$ cat src/rtl/alu181_seq.sv
// alu181_seq: nibble-serial sequencer for a single external sn74181 ALU slice.
// Runs one WIDTH-bit operation over WIDTH/4 cycles, least significant nibble first.
// The ALU carry is chained between cycles through a flip-flop. The A=B outputs of
// all nibbles are ANDed together.
// Optional build macro ALU181_SEQ_ZERO_EN: when defined, zero is registered as
// "result == 0" at the end of each operation. When undefined, zero is tied to 0.
module alu181_seq #(
    parameter int WIDTH = 16
) (
    input  logic             clk,
    input  logic             rst_,
    input  logic             start,
    input  logic [WIDTH-1:0] a,
    input  logic [WIDTH-1:0] b,
    input  logic [3:0]       s,
    input  logic             m,
    input  logic             cin_,
    output logic             busy,
    output logic             done,
    output logic [WIDTH-1:0] f,
    output logic             cout_,
    output logic             aeqb,
    output logic             zero,
    output logic [3:0]       alu_a,
    output logic [3:0]       alu_b,
    output logic [3:0]       alu_s,
    output logic             alu_m,
    output logic             alu_cn_,
    input  logic [3:0]       alu_f,
    input  logic             alu_cn4_,
    input  logic             alu_aeqb
);

    localparam int NIB = WIDTH / 4;
    localparam int CW  = (NIB > 1) ? $clog2(NIB) : 1;

    localparam logic [1:0] ST_IDLE = 2'd0;
    localparam logic [1:0] ST_RUN  = 2'd1;
    localparam logic [1:0] ST_DONE = 2'd2;

    localparam logic [CW-1:0] CNT_LAST = CW'(NIB - 1);

    // Internal state. alu_cn_ doubles as the inter-nibble carry flop.
    // alu_s and alu_m hold the latched function code.
    logic [1:0]       state_r;
    logic [CW-1:0]    cnt_r;
    logic [WIDTH-1:0] a_sh_r;
    logic [WIDTH-1:0] b_sh_r;
    logic [WIDTH-1:0] res_r;
    logic             aeq_r;
    logic [WIDTH-1:0] res_next_s;

    // Merge the ALU's current nibble into the partial result.
    always_comb begin
        res_next_s = res_r;
        res_next_s[{cnt_r, 2'b00} +: 4] = alu_f;
    end

`ifndef ALU181_SEQ_ZERO_EN
    assign zero = 1'b0;
`endif

    // Sequencer FSM, operand nibble feed, carry chain and result/status registers.
    always_ff @(posedge clk) begin
        if (!rst_) begin
            state_r <= ST_IDLE;
            cnt_r   <= '0;
            a_sh_r  <= '0;
            b_sh_r  <= '0;
            res_r   <= '0;
            aeq_r   <= 1'b1;
            busy    <= 1'b0;
            done    <= 1'b0;
            f       <= '0;
            cout_   <= 1'b1;
            aeqb    <= 1'b0;
`ifdef ALU181_SEQ_ZERO_EN
            zero    <= 1'b0;
`endif
            alu_a   <= 4'h0;
            alu_b   <= 4'h0;
            alu_s   <= 4'h0;
            alu_m   <= 1'b0;
            alu_cn_ <= 1'b1;
        end else begin
            done <= 1'b0;
            case (state_r)
                ST_IDLE: begin
                    if (start) begin
                        // Nibble 0 goes straight to the ALU. The rest wait in the shifters.
                        alu_a   <= a[3:0];
                        alu_b   <= b[3:0];
                        a_sh_r  <= a >> 3'd4;
                        b_sh_r  <= b >> 3'd4;
                        alu_s   <= s;
                        alu_m   <= m;
                        alu_cn_ <= cin_;
                        cnt_r   <= '0;
                        res_r   <= '0;
                        aeq_r   <= 1'b1;
                        busy    <= 1'b1;
                        state_r <= ST_RUN;
                    end else begin
                        state_r <= ST_IDLE;
                    end
                end
                ST_RUN: begin
                    res_r   <= res_next_s;
                    alu_cn_ <= alu_cn4_;
                    aeq_r   <= aeq_r & alu_aeqb;
                    cnt_r   <= cnt_r + CW'(1'b1);
                    alu_a   <= a_sh_r[3:0];
                    alu_b   <= b_sh_r[3:0];
                    a_sh_r  <= a_sh_r >> 3'd4;
                    b_sh_r  <= b_sh_r >> 3'd4;
                    if (cnt_r == CNT_LAST) begin
                        // Last nibble: publish the result together with the done pulse.
                        busy    <= 1'b0;
                        done    <= 1'b1;
                        f       <= res_next_s;
                        cout_   <= alu_m ? 1'b1 : alu_cn4_;
                        aeqb    <= aeq_r & alu_aeqb;
`ifdef ALU181_SEQ_ZERO_EN
                        zero    <= ~|res_next_s;
`endif
                        state_r <= ST_DONE;
                    end else begin
                        state_r <= ST_RUN;
                    end
                end
                ST_DONE: begin
                    state_r <= ST_IDLE;
                end
                default: begin
                    busy    <= 1'b0;
                    state_r <= ST_IDLE;
                end
            endcase
        end
    end

endmodule
$ cat config.mk
export PLATFORM = sky130hd
export DESIGN_NAME = alu181_seq
export DESIGN_NICKNAME = d
export VERILOG_FILES = /design/src/rtl/alu181_seq.sv
export SDC_FILE = /design/constraint.sdc
export NUM_CORES = 1
export LEC_CHECK = 0
export CAP_MARGIN = 20
export CORE_ASPECT_RATIO = 0.75
export CORE_MARGIN = 2
export CORE_UTILIZATION = 35
export DETAILED_ROUTE_END_ITERATION = 10
export HOLD_SLACK_MARGIN = 0.1
export PLACE_DENSITY = 0.71
export SYNTH_ARGS = -nofsm -noshare
export SYNTH_HDL_FRONTEND = slang
export SYNTH_SLANG_ARGS = --single-unit
$ cat constraint.sdc
create_clock -name clk -period 1.8 [get_ports clk]
set_clock_uncertainty 0.15 [all_clocks]
set_input_delay 0.27 -clock clk [delete_from_list [all_inputs] [get_ports clk]]
set_output_delay 0.27 -clock clk [all_outputs]
set_load 0.01 [all_outputs]
==> results.json, run 1 <==
{
  "synth_seq_cells": 79,
  "synth.largest_area_cell": "dfxtp_1",
  "dp_hpwl_mm": 6.212,
  "synth-edff-count": 0,
  "gr-total-overflow": 0,
  "synthFlopType": "dfxtp_1",
  "multi_input_area_mm2": 0.001717,
  "vias": 2944,
  "tns_ns": 0,
  "clk_pin_slew_ns": 0.06,
  "diodes": 0,
  "rsz0062_at_grt": "false",
  "p_per_area_mw_per_mm2": 934.1,
  "cellLeakagePower_nw": 2.060,
  "clock_path_buffers": 2,
  "end_kind": "flop",
  "dieArea_mm2": 0.01086,
  "synth_cell_types": 41,
  "async_flop_share_pct": 0,
  "nets": 504,
  "max_freq_mhz": 580.6,
  "synth_top_area_share_pct": 45.01,
  "worstSetupPathType": "flop to flop",
  "worstPathArrival_ns": 1.79,
  "postRouteAntennaNets": 0,
  "dp.cells": 570,
  "cts_buffers": 9,
  "syn2layout_area_growth_pct": 37.54,
  "grt_pass1_wl_mm": 14.33,
  "drive_above_1_share_pct": 10.99,
  "die_h_um": 90.77,
  "core_mm2": 0.009697,
  "antenna_found_initial": 0,
  "wl_per_cell_um": 14.97,
  "grt.total_usage_pct": 16.50,
  "grt_pass1_vias": 2857,
  "numClockSinks": 79,
  "cts_hold_buf": 0,
  "hold_ws_ns": 0.2202,
  "syn-cell-area_mm2": 0.003513,
  "grt_max_degree": 57,
  "period_needed_ns": 1.722,
  "drv_cap": 0,
  "tritoncts": "yes",
  "syn_avg_cell_area_um2": 9.470,
  "globalplace.congestion": 0.8904,
  "final_cells": 587,
  "fillers": 901,
  "start_kind": "flop",
  "synth_common_cells": "79 x dfxtp_1, 61 x nand2_1, 25 x mux2i_1, 25 x o211a_1, 24 x o21ai_0",
  "crit_required_ns": 1.86,
  "final-seq-area_mm2": 0.001584,
  "drt_wl_total_mm": 8.790,
  "setup_ws_ns": 0.07774,
  "cp_slowest_cell": "ha_2",
  "vdd_drop_max_mv": 0.4130,
  "rows": 31,
  "drtIter0Drc": 217,
  "ios": 82,
  "seq_area_frac_synth_pct": 45.01,
  "finish.utilization_pct": 49.83,
  "worstPathCellList": "inv_1 -> ha_2 -> and4bb_2 -> a221oi_1 -> nor2_1",
  "synth_most_common_cell": "dfxtp_1",
  "dp_slack_ns": 0.06683,
  "routed_via_density": 5.015,
  "clk_latency_ns": 0.33,
  "die_x_um": 119.7,
  "cts_root_buffer": "clkbuf_16",
  "min_path_type": "primary input to flop",
  "syn_nets": 424,
  "synth_cells": 371,
  "cts_htree_levels": 3,
  "period_share_pct": 95.68,
  "finalSetupViolCount": 0,
  "drtPass1Iterations": 5,
  "status": "completed",
  "yosys_warnings": 0,
  "port_buffers": 80,
  "drv_slew": 0,
  "finalHoldViolCount": 0,
  "path_max_fanout": 5,
  "critPathMaxStageDelay_ns": 0.36,
  "route.detailed.drc": 0,
  "synth.area.top_cells": "dfxtp_1 45%, mux2i_1 7.1%, o211a_1 7.1%",
  "initial_utilization_pct": 36.23
}
-- metrics by stage --
stage	power [W]	cell area, um^2
after floorplan	0.002279	3515
after global placement	0.002543	4477
after detailed placement	0.002558	4477
after CTS	0.004575	4808
after global routing	0.004697	4832
final	0.004514	4832
-- layout make-up --
cell class              count  share of cell area [%]
flip-flops and latches     79                   32.78
well taps                 132                   3.418
clock buffers              12                   5.515
inverters                   7                  0.5438
multi-input cells         254                   35.53
repair buffers            100                   20.87
clock inverters             3                   1.346
-- what timing repair did --
action,in CTS,in global routing
buffers inserted,0,2
gates resized for setup,0,2
endpoints found under the setup margin,0,3
-- final timing paths --
check / from / end / slack, ns / cells past startpoint
min reg2reg: res_r[11] / res_r[11] / 0.31 / 2
min: rst_ / aeq_r / 0.22 / 3
max: cnt_r[1] / f[1] / 0.08 / 5
max reg2reg: cnt_r[1] / f[1] / 0.08 / 5
-- cells in the final DEF (no fill, tap or decap), types with 2 or more instances in the layout --
| cell type | netlist | layout |
|---|---|---|
| bufinv_16 | 0 | 2 |
| a22oi_1 | 9 | 9 |
| nor2b_1 | 17 | 17 |
| buf_4 | 5 | 15 |
| and3b_1 | 4 | 4 |
| and4bb_2 | 2 | 2 |
| and2_1 | 2 | 2 |
| a21oi_2 | 4 | 4 |
| a21boi_1 | 5 | 5 |
| nor2_1 | 7 | 7 |
| clkdlybuf4s50_1 | 0 | 79 |
| dfxtp_2 | 0 | 2 |
| clkbuf_8 | 0 | 3 |
| ha_1 | 6 | 5 |
| nand4_1 | 2 | 2 |
| a31oi_1 | 4 | 4 |
| a221oi_1 | 6 | 5 |
| buf_12 | 0 | 5 |
| nand3_1 | 4 | 4 |
| o22ai_1 | 16 | 16 |
| a21oi_1 | 16 | 16 |
| o211a_1 | 25 | 25 |
| nand2_1 | 61 | 61 |
| clkbuf_16 | 0 | 9 |
| nand3b_1 | 2 | 2 |
| o21ai_0 | 24 | 24 |
| dfxtp_1 | 79 | 77 |
| inv_1 | 7 | 7 |
| mux2i_1 | 25 | 25 |
-- sequential cells by signal, indices dropped and copies added (netlist names), 2 cells and up --
register	flops
f	16
res_r	16
a_sh_r	12
b_sh_r	12
alu_a	4
alu_b	4
alu_s	4
cnt_r	2
state_r	2
-- worst max-delay path: cells and delay by family, from the launching register on --
kind / cells / cell delay [ns]
compound gates: 1 / 0.32
fa+ha+maj: 1 / 0.36
buf+inv: 1 / 0.08
flops: 1 / 0.33
simple gates: 2 / 0.37
-- per-layer routing --
| layer | part of all wire, % | vias to the layer above | wire (um) | track usage, % |
|---|---|---|---|---|
| met2 | 41 | 94 | 3646 | 23.48 |
| li1 | - | 1492 | - | - |
| met1 | 50 | 1350 | 4397 | 23.60 |
| met3 | 7.3 | 8 | 640 | 5.051 |
| met4 | 1.2 | 0 | 105 | 5.294 |
| met5 | 0 | - | 0 | 0 |
-- cells by family (layout without fill, tap and decap cells) --
kind of cell	Yosys count	in the layout	share of synthesized area (%)
adder cells (fa/ha/maj)	6	6	2.137
other	1	1	0.1067
AO/OA/AOI/OAI	116	116	23.43
multiplexers	25	25	7.123
flip-flops	79	79	45.01
buffers and inverters	38	122	6.375
AND/OR/NAND/NOR	106	106	15.81
-- report_power, final --
part	internal, W	switching [W]
sequential	0.00183	0.0000528
clock	0.00132	0.000675
combinational	0.000341	0.000293
total	0.00349	0.00102
(Power assumes the default switching activity.)
==> run 2: changes to the inputs <==
Settings changed: SLEW_MARGIN set to 20.
==> results of run 2 <==
The final DEF is identical to that of run 1; final timing and power are the same.
==> run 3: changes to the inputs <==
Settings changed: CTS_CLUSTER_SIZE set to 30, SLEW_MARGIN 20 to unset.
==> results of run 3 <==
The final DEF is identical to that of run 1; final timing and power are the same.
